[config.mk]
export PLATFORM = sky130hd
export DESIGN_NAME = stopwatch_ctrl
export DESIGN_NICKNAME = d
export VERILOG_FILES = /design/src/rtl/stopwatch_pkg.sv /design/src/rtl/key_debounce.sv /design/src/rtl/stopwatch_ctrl.sv
export SDC_FILE = /design/constraint.sdc
export NUM_CORES = 1
export LEC_CHECK = 0
export BUFFER_PORTS_ARGS = -buffer_cell sky130_fd_sc_hd__buf_2
export CAP_MARGIN = 30
export CORE_AREA = 2 2 82 84
export CTS_BUF_LIST = sky130_fd_sc_hd__clkbuf_16
export DETAILED_ROUTE_END_ITERATION = 10
export DIE_AREA = 0 0 84 86
export PLACE_DENSITY = 0.72
export SLEW_MARGIN = 25
export SYNTH_ARGS = -nofsm -noshare
export SYNTH_HDL_FRONTEND = slang
export SYNTH_SLANG_ARGS = --single-unit
export TNS_END_PERCENT = 100
[constraint.sdc]
create_clock -name CLOCK_50 -period 3 [get_ports CLOCK_50]
set_input_delay 0.6 -clock CLOCK_50 [delete_from_list [all_inputs] [get_ports CLOCK_50]]
set_output_delay 0.6 -clock CLOCK_50 [all_outputs]
set_load 0.01 [all_outputs]
[src/rtl/stopwatch_pkg.sv]
// Shared types and defaults for the stopwatch control front end.
package stopwatch_pkg;

    typedef enum logic [1:0] {
        SW_IDLE  = 2'd0,
        SW_RUN   = 2'd1,
        SW_PAUSE = 2'd2
    } sw_state_t;

    localparam int CLK_HZ        = 50_000_000;
    localparam int TICK_HZ       = 100;
    localparam int DEF_TICK_DIV  = CLK_HZ / TICK_HZ;
    localparam int DEF_DB_CYCLES = 1_000_000;

    localparam int NUM_KEYS  = 2;
    localparam int KEY_CLEAR = 0;
    localparam int KEY_START = 1;

    // Start/stop toggles between RUN and PAUSE; from IDLE it starts.
    function automatic sw_state_t start_next(input sw_state_t s);
        sw_state_t n;
        case (s)
            SW_IDLE:  n = SW_RUN;
            SW_RUN:   n = SW_PAUSE;
            SW_PAUSE: n = SW_RUN;
            default:  n = SW_IDLE;
        endcase
        return n;
    endfunction

endpackage

[src/rtl/key_debounce.sv]
// One raw active-low button: 2-flop synchroniser, stability counter and a
// single-cycle press pulse on the debounced 1->0 transition.
module key_debounce
    import stopwatch_pkg::*;
#(
    parameter int DB_CYCLES = DEF_DB_CYCLES
) (
    input  logic CLOCK_50,
    input  logic reset,
    input  logic key_n,
    output logic press
);

    localparam int CNT_W = $clog2(DB_CYCLES + 1);
    localparam logic [CNT_W-1:0] CNT_LAST = CNT_W'(DB_CYCLES - 1);

    logic             sync1_reg;
    logic             sync2_reg;
    logic             level_reg;
    logic             level_next;
    logic             press_reg;
    logic             press_next;
    logic [CNT_W-1:0] cnt_reg;
    logic [CNT_W-1:0] cnt_next;

    // The flip happens on the DB_CYCLES-th consecutive mismatching cycle,
    // which is also where the press pulse is produced.
    always_comb begin
        level_next = level_reg;
        cnt_next   = '0;
        press_next = 1'b0;
        if (sync2_reg != level_reg) begin
            if (cnt_reg == CNT_LAST) begin
                level_next = sync2_reg;
                press_next = level_reg;
            end else begin
                cnt_next = cnt_reg + 1'b1;
            end
        end
    end

    always_ff @(posedge CLOCK_50 or posedge reset) begin
        if (reset) begin
            sync1_reg <= 1'b1;
            sync2_reg <= 1'b1;
            level_reg <= 1'b1;
            cnt_reg   <= '0;
            press_reg <= 1'b0;
        end else begin
            sync1_reg <= key_n;
            sync2_reg <= sync1_reg;
            level_reg <= level_next;
            cnt_reg   <= cnt_next;
            press_reg <= press_next;
        end
    end

    assign press = press_reg;

endmodule

[src/rtl/stopwatch_ctrl.sv]
// Run/pause/idle control for the BCD stopwatch counter: owns the 10 ms
// timebase and issues registered tick and clear pulses.
module stopwatch_ctrl
    import stopwatch_pkg::*;
#(
    parameter int TICK_DIV  = DEF_TICK_DIV,
    parameter int DB_CYCLES = DEF_DB_CYCLES
) (
    input  logic       CLOCK_50,
    input  logic       reset,
    input  logic [1:0] key_n,
    output logic       tick,
    output logic       clear,
    output logic       running
);

    localparam int PW = $clog2(TICK_DIV);
    localparam logic [PW-1:0] PRESC_LAST = PW'(TICK_DIV - 1);

    logic [NUM_KEYS-1:0] press;
    logic                clear_press;
    logic                start_press;

    sw_state_t           state_reg;
    sw_state_t           state_next;
    logic [PW-1:0]       presc_reg;
    logic [PW-1:0]       presc_next;
    logic                tick_reg;
    logic                tick_next;
    logic                clear_reg;
    logic                clear_next;
    logic                running_reg;
    logic                running_next;

    genvar gi;
    generate
        for (gi = 0; gi < NUM_KEYS; gi++) begin : g_key
            key_debounce #(
                .DB_CYCLES (DB_CYCLES)
            ) u_db (
                .CLOCK_50 (CLOCK_50),
                .reset    (reset),
                .key_n    (key_n[gi]),
                .press    (press[gi])
            );
        end
    endgenerate

    assign clear_press = press[KEY_CLEAR];
    assign start_press = press[KEY_START];

    // The prescaler step and tick depend only on the current state, so a
    // start press on the wrap cycle still delivers that tick before pausing.
    always_comb begin
        state_next = state_reg;
        presc_next = presc_reg;
        tick_next  = 1'b0;
        clear_next = 1'b0;

        if (state_reg == SW_RUN) begin
            tick_next  = (presc_reg == PRESC_LAST);
            presc_next = (presc_reg == PRESC_LAST) ? '0 : presc_reg + 1'b1;
        end else if (state_reg == SW_IDLE) begin
            presc_next = '0;
        end

        // Clear outranks start and suppresses any tick due on the same edge.
        if (clear_press) begin
            state_next = SW_IDLE;
            presc_next = '0;
            tick_next  = 1'b0;
            clear_next = 1'b1;
        end else if (start_press) begin
            state_next = start_next(state_reg);
        end

        running_next = (state_next == SW_RUN);
    end

    always_ff @(posedge CLOCK_50 or posedge reset) begin
        if (reset) begin
            state_reg   <= SW_IDLE;
            presc_reg   <= '0;
            tick_reg    <= 1'b0;
            clear_reg   <= 1'b0;
            running_reg <= 1'b0;
        end else begin
            state_reg   <= state_next;
            presc_reg   <= presc_next;
            tick_reg    <= tick_next;
            clear_reg   <= clear_next;
            running_reg <= running_next;
        end
    end

    assign tick    = tick_reg;
    assign clear   = clear_reg;
    assign running = running_reg;

endmodule

# Yosys cells after proc, flatten, opt, wreduce, memory -nomap -nowiden
# Cells that the tools add are included.
dict set report word_totals {
  register_bits 72
  input_bits 4
  output_inout_bits 3
  wordCells 49
}
dict set report op_classes {
  n_addsub 3
  n_eq_ne 8
  mux 18
  n_reduce_logical 5
}
# operator count
set ops {}
lappend ops {{20-bit two-way mux} 4}
lappend ops {{19-bit two-way mux} 4}
lappend ops {{20-bit by 1-bit adder with 20-bit output, second input constant} 2}
lappend ops {{20-bit equality test, second input constant} 2}
lappend ops {{19-bit by 1-bit adder with 19-bit output, second input constant} 1}
lappend ops {{19-bit equality test, second input constant} 1}
lappend ops {{1-bit two-way mux} 7}
lappend ops {{2-bit by 1-bit equality test with 1-bit output, second input constant} 2}
lappend ops {{2-bit two-way mux} 2}
lappend ops {{2-bit one-hot mux with 2 select lines} 1}
lappend ops {{2-bit AND reduction} 2}
lappend ops {{3-bit nonzero test} 1}
lappend ops {{2-bit equality test, second input constant} 1}
lappend ops {{2-bit logical NOT} 1}
lappend ops {{1-bit inequality test} 2}
lappend ops {{2-bit OR reduction} 1}

# Longest topological paths before layout
# Gate-level depths: netlist of the first run.
dict set report logic_depth {
  depth_word 6
  depth_mapped 8
  ltp_nobuf 6
}

# Modules after synthesis
# Synthesis of the first run repeated with hierarchy kept, for this count alone.
dict set report unflattened {
  hier_cells 354
  hier_area_um2 3732.3
}
# mod instances cells_each area_per_inst_um2 seq_area_each_um2
set by_module_without_submodules {}
lappend by_module_without_submodules {key_debounce 2 108 1192.4 604.3}
lappend by_module_without_submodules {stopwatch_ctrl 1 138 1347.5 600.6}

# Worst setup path before layout of the first run
# OpenSTA, ideal clock, no wires.
dict set report synth_timing {
  path_type {reg2reg}
  start {register presc_reg[7]}
  end {register presc_reg[8]}
  setup_ns 0.121
  arrival_ns 1.475
  required_time_ns 2.879
  path_slack_ns 1.405
  path_stages_with_launch 8
  n_path_buf 2
  synth_period_minus_slack_ns 1.595
  path_cell_list {dfrtp_1 > buf_4 > and4bb_1 > and4_1 > a21oi_2 > buf_6 > a21o_1 > a22o_1}
}
dict set report synth_via {
  elab_chain_cells 4
  elab_cells_between_ends 5
  classes_between {add/sub: 1; eq/ne: 1; mux: 3}
}
# element line
set synth_lines {}
lappend synth_lines {{start: declaration} stopwatch_ctrl.sv:26} ;# logic [PW-1:0] presc_reg;
lappend synth_lines {{start signal: assignment} stopwatch_ctrl.sv:89} ;# presc_reg <= presc_next;
lappend synth_lines {{19-bit by 1-bit adder with 19-bit output or 19-bit equality test (tied branches)} stopwatch_ctrl.sv:62} ;# presc_next = (presc_reg == PRESC_LAST) ? '0 : presc_reg + 1'b1;
lappend synth_lines {{19-bit two-way mux (*)} stopwatch_ctrl.sv:62}
lappend synth_lines {{19-bit two-way mux (*)} stopwatch_ctrl.sv:60} ;# if (state_reg == SW_RUN) begin
lappend synth_lines {{19-bit two-way mux (*)} stopwatch_ctrl.sv:68} ;# if (clear_press) begin
# Mark *: on every way between the ends. The rest lies on a longest branch, timed or not.
# A chain may end at the register's enable or synchronous reset.

# Worst setup path after layout of the first run
dict set report layout_timing {
  start {register g_key[0].u_db.press_reg}
  end {register presc_reg[8]}
}
dict set report layout_via {
  elab_chain_cells 1
  elab_cells_between_ends 2
  classes_between {mux: 1; reduce/logical: 1}
}
# element line
set layout_lines {}
lappend layout_lines {{start: declaration} key_debounce.sv:21} ;# logic press_reg;
lappend layout_lines {{start signal: assignment} key_debounce.sv:54} ;# press_reg <= press_next;
lappend layout_lines {{3-bit nonzero test (no line) or 19-bit two-way mux (tied branches)} n/a}
# Parallel ways exist; a longest one is shown, timed or not.

==> results of run 1 <==
## metrics by stage
stage / total power [W] / hold WS, ns / instance area (µm²) / utilization, %
floorplan: 0.00104 / 0.345 / 3450 / -
global placement: 0.00105 / 0.346 / 3550 / 56.5
detailed placement: 0.00105 / 0.348 / 3550 / 56.5
CTS: 0.00198 / 0.356 / 3800 / 60.6
global route: 0.00203 / 0.353 / 3800 / 60.6
finish: 0.00196 / 0.344 / 3800 / 60.6
## synthesized netlist by cell type (3+ instances only)
master	instances
sky130_fd_sc_hd__a21oi_1	7
sky130_fd_sc_hd__a22o_1	5
sky130_fd_sc_hd__and3_1	8
sky130_fd_sc_hd__and4_1	4
sky130_fd_sc_hd__dfrtp_1	66
sky130_fd_sc_hd__dfstp_2	6
sky130_fd_sc_hd__ha_1	3
sky130_fd_sc_hd__inv_1	6
sky130_fd_sc_hd__mux2_2	3
sky130_fd_sc_hd__nand2_1	28
sky130_fd_sc_hd__nand3_1	28
sky130_fd_sc_hd__nand3b_1	4
sky130_fd_sc_hd__nand4_1	13
sky130_fd_sc_hd__nor2_1	54
sky130_fd_sc_hd__nor3_1	10
sky130_fd_sc_hd__o21ai_0	7
sky130_fd_sc_hd__xnor2_1	13
sky130_fd_sc_hd__xor2_1	27
## worst paths after layout
kind	from	slack, ns	endpoint
max in group asynchronous	reset	1.86	g_key[1].u_db.sync1_reg$_DFF_PP1_
worst max register to register	g_key[0].u_db.press$_DFF_PP0_	0.97	presc_reg[8]$_DFFE_PP0P_
worst max-delay path	g_key[0].u_db.press$_DFF_PP0_	0.97	presc_reg[8]$_DFFE_PP0P_
worst min-delay path	reset	0.34	presc_reg[0]$_DFFE_PP0P_
worst min register to register	g_key[0].u_db.sync1_reg$_DFF_PP1_	0.36	g_key[0].u_db.sync2_reg$_DFF_PP1_
min in group CLOCK_50	g_key[0].u_db.sync1_reg$_DFF_PP1_	0.36	g_key[0].u_db.sync2_reg$_DFF_PP1_
## worst max-delay path, stage by stage (launching register included)
cell and delay (ns):
sky130_fd_sc_hd__dfrtp_1 0.46, sky130_fd_sc_hd__or3b_1 0.54, sky130_fd_sc_hd__a21oi_2 0.46, sky130_fd_sc_hd__buf_4 0.26
sky130_fd_sc_hd__a21o_1 0.13, sky130_fd_sc_hd__a22o_1 0.13
## power breakdown
part           switching [W]  internal [W]
Combinational      0.0000325     0.0000107
Sequential        0.00000927      0.000984
Clock               0.000381      0.000542
## area by class of cell
class	instances	area, µm²
clock buffer	9	225
clock inverter	7	30.0
fill	525	2470
inverter	6	22.5
multi-input combinational	252	1560
sequential	72	1810
tap	77	96.3
timing repair buffer	10	60.1
## per-layer routing
| metal | track usage (%) | vias to the layer above |
|---|---|---|
| met5 | 0 | - |
| met4 | 7.62 | 0 |
| met3 | 5.58 | 7 |
| met2 | 30.7 | 33 |
| met1 | 26.8 | 1196 |
| li1 | - | 1217 |
## logic make-up (layout without fill, tap and decap cells)
kind of cell               Yosys count  after routing
and+or+nand+nor                    174            174
DFF                                 72             72
xor gates and xnor gates            40             40
AOI/OAI and AO/OA                   30             30
buffers and inverters               14             32
muxes                                5              5
adders and majority gates            3              3
==> load_flow_metrics.sql, run 1 <==
INSERT INTO impl_metrics (metric_group, metric, value, unit) VALUES
('run_status', 'run_status', 'finished, final reports clean', ''),
('clock_tree', 'clk_pin_slew', '0.06', 'ns'),
('detailed_routing', 'drt_iter0_markers', '181', ''),
('layout', 'synthToLayoutAreaGrowth', '10.1', '%'),
('detailed_routing', 'viasPerCell', '5.67', ''),
('placement', 'detailedPlacementHpwl', '4.29', 'mm'),
('detailed_routing', 'avgRoutedWirePerCell', '14.8', 'µm'),
('sta', 'fmaxAchievable', '493', 'MHz'),
('synthesis', 'yosys.cell_types.count', '47', ''),
('synthesis', 'yosys_warnings', '0', ''),
('grt', 'grt_first_pass_wirelength', '11.3', 'mm'),
('grt', 'largest_net_degree_at_the_start_of_global_routing', '31', ''),
('layout', 'most_used_cells_in_the_layout_excluding_fill_and_tap_cells', '66 x sky130_fd_sc_hd__dfrtp_1, 54 x sky130_fd_sc_hd__nor2_1, 28 x sky130_fd_sc_hd__nand2_1, 28 x sky130_fd_sc_hd__nand3_1, 27 x sky130_fd_sc_hd__xor2_1', ''),
('layout', 'layout.nets', '358', ''),
('power', 'max-vdd-ir-drop', '321', 'µV'),
('die', 'fp.dieH', '86', 'µm'),
('sta', 'fin_worst_skew', '0.00423', 'ns'),
('synthesis', 'syn-num-nets', '345', ''),
('synthesis', 'synth_simple_gate_area_share', '26.4', '%'),
('critical_path', 'timing.reg2reg.worst_path_depth', '5', ''),
('min_path', 'class_of_the_worst_hold_path', 'in2async', ''),
('detailed_routing', 'route.met3.wl', '178', 'µm'),
('layout', 'largest_register_ffs', '40', ''),
('detailed_routing', 'detailroute.wirelength.met2', '3.01', 'mm'),
('run', 'number_of_max_capacitance_violations_reported', '0', ''),
('critical_path', 'worst_setup_path_end_kind', 'flop', ''),
('sta', 'fin_setup_tns', '0', 'ns'),
('sta', 'period_minus_slack', '2.03', 'ns'),
('sta', 'report.final.slew_viol_count', '0', ''),
('synthesis', 'async_set_reset_flop_share_out_of_synthesis', '100', '%'),
('grt', 'overflow_left_after_global_routing', '0', ''),
('clock_tree', 'cts-buffers-inserted', '9', ''),
('sta', 'period_share', '67.7', '%'),
('clock_tree', 'max-clock-path-buffers', '2', ''),
('synthesis', 'syn-cell-area', '3450', 'µm²'),
('clock_tree', 'cts_setup_buffers', '0', ''),
('detailed_routing', 'detail_route.first_pass.iterations', '4', ''),
('synthesis', 'yosys-mux-area-fraction', '1.56', '%'),
('synthesis', 'synth-xor-area-share', '10.1', '%'),
('clock_tree', 'cts_tree', 'yes', ''),
('critical_path', 'crit_path_kind', 'reg2reg', ''),
('synthesis', 'synth_seq_cells', '72', ''),
('critical_path', 'setup.worst_path.start_class', 'flop', ''),
('clock_tree', 'htree_num_levels', '3', ''),
('synthesis', 'post_synth.cell_area_avg', '10.2', 'µm²'),
('placement', 'finalWeightedCongestion', '0.814', ''),
('synthesis', 'synth_seq_area_share', '52.4', '%'),
('detailed_routing', 'route.detailed.drc', '0', ''),
('detailed_routing', 'postRouteAntennaNets', '0', ''),
('sta', 'slew_at_the_pin_closest_to_its_max_slew_limit', '0.605', 'ns'),
('clock_tree', 'postCtsHoldBufs', '0', ''),
('layout', 'final_common_cell', 'sky130_fd_sc_hd__dfrtp_1', ''),
('grt', 'grt_util_all_layers', '19.8', '%'),
('synthesis', 'synth_top_cells_by_area', 'sky130_fd_sc_hd__dfrtp_1 48%, sky130_fd_sc_hd__xor2_1 6.8%, sky130_fd_sc_hd__nor2_1 5.9%, sky130_fd_sc_hd__dfstp_2 4.6%, sky130_fd_sc_hd__nand3_1 4.1%', ''),
('detailed_routing', 'top_layer', 'met4', ''),
('critical_path', 'critical_path.max_fanout', '12', ''),
('synthesis', 'synth_top_area_share', '47.8', '%'),
('grt', 'number_of_global_route_vias_before_repair', '2401', ''),
('sta', 'max_slew_margin', '59.5', '%'),
('die', 'rows', '29', ''),
('critical_path', 'cp_data_arrival_time', '2.30', 'ns'),
('grt', 'grt_antenna_before_repair', '0', ''),
('critical_path', 'worst-endpoint-required', '3.27', 'ns'),
('die', 'die_area', '7220', 'µm²'),
('synthesis', 'dominant_combinational_cell_family_by_area_after_synthesis', 'simple AND/OR/NAND/NOR gates', ''),
('sta', 'setup_ws', '0.970', 'ns'),
('clock_tree', 'tritoncts_num_sinks', '72', ''),
('placement', 'place.port_buffers', '6', ''),
('die', 'ioPinCount', '7', ''),
('clock_tree', 'cts_repair_resize_count', '0', ''),
('detailed_routing', 'vias', '2453', '');
Power figures use the tool's default switching activity.
==> run 2: changes to the inputs <==
--- a/config.mk
+++ b/config.mk
@@ -11,7 +11,7 @@
 export CTS_BUF_LIST = sky130_fd_sc_hd__clkbuf_16
 export DETAILED_ROUTE_END_ITERATION = 10
 export DIE_AREA = 0 0 84 86
-export PLACE_DENSITY = 0.72
+export PLACE_DENSITY = 0.75
 export SLEW_MARGIN = 25
 export SYNTH_ARGS = -nofsm -noshare
 export SYNTH_HDL_FRONTEND = slang
==> constraint.sdc (replaced) <==
create_clock -name CLOCK_50 -period 1.7 [get_ports CLOCK_50]
set_input_delay 0.34 -clock CLOCK_50 [delete_from_list [all_inputs] [get_ports CLOCK_50]]
set_output_delay 0.34 -clock CLOCK_50 [all_outputs]
set_load 0.01 [all_outputs]
==> run 2 against run 1 <==
Effect of this change:
- non-clock buffer count up 29
- fmax is 24% higher
- hold slack worse by 0.24 ns
- critical endpoint unchanged
==> load_flow_metrics.sql, run 2 (synthesized netlist as in run 1, its figures left out) <==
INSERT INTO impl_metrics (metric_group, metric, value, unit) VALUES
('layout', 'largest_register_ffs', '40', ''),
('sta', 'period_share', '96.3', '%'),
('critical_path', 'critical_path.reg2reg.startpoint', 'presc_reg[6]$_DFFE_PP0P_', ''),
('clock_tree', 'cts_tree', 'yes', ''),
('clock_tree', 'clk_pin_slew', '0.06', 'ns'),
('clock_tree', 'cts-buffers-inserted', '9', ''),
('power', 'max-vdd-ir-drop', '754', 'µV'),
('critical_path', 'critical_path.cell_chain', 'and4bb_1, and4_1, a21oi_2, buf_12, a21o_1, a22o_1', ''),
('run_status', 'run_status', 'finished, final reports clean', ''),
('sta', 'fin_worst_skew', '0.00499', 'ns'),
('die', 'fp.dieH', '86', 'µm'),
('sta', 'rsz0062_at_grt', 'yes', ''),
('placement', 'finalWeightedCongestion', '0.880', ''),
('layout', 'number_of_diodes', '0', ''),
('power', 'power.total', '0.00383', 'W'),
('sta', 'period_minus_slack', '1.64', 'ns'),
('sta', 'slew_at_the_pin_closest_to_its_max_slew_limit', '0.342', 'ns'),
('grt', 'largest_net_degree_at_the_start_of_global_routing', '60', ''),
('layout', 'layout.nets', '387', ''),
('detailed_routing', 'vias', '2595', ''),
('layout', 'final_common_cell', 'sky130_fd_sc_hd__dfrtp_1', ''),
('sta', 'fmaxAchievable', '611', 'MHz'),
('grt', 'grt_util_all_layers', '21.1', '%'),
('clock_tree', 'tritoncts_num_sinks', '72', ''),
('die', 'die_area', '7220', 'µm²'),
('min_path', 'whs_endpoint', 'g_key[1].u_db.sync1_reg$_DFF_PP1_', ''),
('placement', 'detailed_place.area', '3750', 'µm²'),
('critical_path', 'worst_setup_path_end_kind', 'flop', ''),
('placement', 'placedCellCount', '440', ''),
('critical_path', 'setup.worst_path.start_class', 'flop', ''),
('critical_path', 'cp_data_arrival_time', '1.85', 'ns'),
('critical_path', 'worst-endpoint-required', '1.91', 'ns'),
('critical_path', 'reg2reg_slack', '0.06', 'ns'),
('detailed_routing', 'postRouteAntennaNets', '0', ''),
('min_path', 'cell_depth_of_the_worst_hold_path', '1', ''),
('layout', 'layout.filler_cells', '448', ''),
('critical_path', 'critical_path.max_stage_delay', '0.41', 'ns'),
('sta', 'setup-violations-final', '0', ''),
('detailed_routing', 'drt_iter0_markers', '204', ''),
('run', 'number_of_max_capacitance_violations_reported', '0', ''),
('clock_tree', 'max-clock-path-buffers', '2', ''),
('critical_path', 'timing.rr.end', 'presc_reg[8]$_DFFE_PP0P_', ''),
('layout', 'stdcell_count', '462', ''),
('layout', 'layout.area.seq', '1810', 'µm²'),
('placement', 'detailedPlacementHpwl', '4.42', 'mm'),
('critical_path', 'critical_path.max_fanout', '20', ''),
('placement', 'place.port_buffers', '6', ''),
('die', 'core_area', '6280', 'µm²'),
('sta', 'max_slew_margin', '77.0', '%'),
('grt', 'grt_first_pass_wirelength', '12.2', 'mm'),
('detailed_routing', 'avgRoutedWirePerCell', '15.0', 'µm'),
('power', 'power_density', '915', 'nW/µm²'),
('die', 'rows', '29', ''),
('grt', 'number_of_global_route_vias_before_repair', '2637', ''),
('clock_tree', 'ctsRootBufferMaster', 'sky130_fd_sc_hd__clkbuf_16', ''),
('clock_tree', 'htree_num_levels', '3', ''),
('grt', 'overflow_left_after_global_routing', '0', ''),
('sta', 'final_hold_viol_count', '0', ''),
('grt', 'grt_antenna_before_repair', '0', ''),
('power', 'leakagePower', '1.87', 'nW'),
('layout', 'multi_input_comb_area', '1630', 'µm²'),
('detailed_routing', 'route.detailed.drc', '0', ''),
('layout', 'final_cell_area', '4190', 'µm²'),
('clock_tree', 'clkLatencyLatePin', '0.33', 'ns'),
('min_path', 'worstHoldStart', 'key_n[1]', ''),
('critical_path', 'timing.reg2reg.worst_path_depth', '6', ''),
('die', 'ioPinCount', '7', ''),
('detailed_routing', 'viasPerCell', '5.62', ''),
('layout', 'most_used_cells_in_the_layout_excluding_fill_and_tap_cells', '65 x sky130_fd_sc_hd__dfrtp_1, 51 x sky130_fd_sc_hd__nor2_1, 28 x sky130_fd_sc_hd__nand2_1, 28 x sky130_fd_sc_hd__buf_4, 27 x sky130_fd_sc_hd__xor2_1', ''),
('critical_path', 'slowest_stage_cell_cp', 'sky130_fd_sc_hd__dfrtp_1', ''),
('die', 'floorplan.initialDensity', '55.0', '%'),
('min_path', 'class_of_the_worst_hold_path', 'in2reg', ''),
('critical_path', 'crit_path_kind', 'reg2reg', ''),
('detailed_routing', 'detail_route.first_pass.iterations', '5', ''),
('layout', 'drive_gt1_share', '21.0', '%'),
('die', 'die_x', '84', 'µm'),
('sta', 'report.final.slew_viol_count', '0', ''),
('detailed_routing', 'drt-total-wl', '6.93', 'mm'),
('layout', 'synthToLayoutAreaGrowth', '21.3', '%');
==> run 2: worst max-delay path, delay by kind of cell, from the launching register on <==
kind            cells  cell delay, ns
flops               1            0.41
compound gates      3            0.46
buf+inv             1            0.16
simple gates        2            0.49
==> run 2: cell type report <==
cell class | count | area share (%)
well taps | 77 | 2.30
inverters | 6 | 0.627
multi-input cells | 252 | 38.9
repair buffers | 39 | 7.55
flip-flops and latches | 72 | 43.2
clock inverters | 7 | 2.09
clock buffers | 9 | 5.37
==> run 2: power by group <==
group / total [W] / switching, W / internal, W
sequential: 0.00176 / 0.0000200 / 0.00174
clock: 0.00197 / 0.000698 / 0.00127
combinational: 0.000109 / 0.0000660 / 0.0000433
total: 0.00383 / 0.000784 / 0.00305
==> run 2: worst max-delay path by stage <==
stage,from,end
global route,g_key[0].u_db.cnt_reg[1]$_DFF_PP0_,g_key[0].u_db.level_reg$_DFFE_PP1P_
global placement,presc_reg[6]$_DFFE_PP0P_,presc_reg[14]$_DFFE_PP0P_
finish,presc_reg[6]$_DFFE_PP0P_,presc_reg[8]$_DFFE_PP0P_
CTS,g_key[0].u_db.cnt_reg[0]$_DFF_PP0_,g_key[0].u_db.cnt_reg[18]$_DFF_PP0_
floorplan,presc_reg[7]$_DFFE_PP0P_,presc_reg[8]$_DFFE_PP0P_
detailed placement,g_key[0].u_db.cnt_reg[0]$_DFF_PP0_,g_key[0].u_db.cnt_reg[18]$_DFF_PP0_
==> run 2: timing repair <==
action	CTS	global route
hold buffers	1	0
gates resized for setup	0	18
endpoints found under the hold margin	13	0
setup buffers	0	5
endpoints found under the setup margin	0	44
==> run 2: per-stage QoR <==
stage               setup TNS, ns  setup slack (ns)  utilization, %  hold WS [ns]
floorplan                       0             0.105               -         0.344
CTS                             0            0.0361            64.9        0.0970
detailed placement              0            0.0407            59.7         0.333
finish                          0            0.0634            66.8         0.107
global route               -0.798           -0.0584            66.8        0.0990
global placement                0             0.108            59.7         0.327
==> run 2: per-layer routing <==
metal	track usage [%]	part of all wire, %	vias up	wire length (µm)
met5	0	0	-	0
met4	8.36	1.3	0	92
met3	4.91	3.8	8	264
met2	33.5	48	51	3340
met1	28.5	47	1265	3230
li1	-	-	1271	-
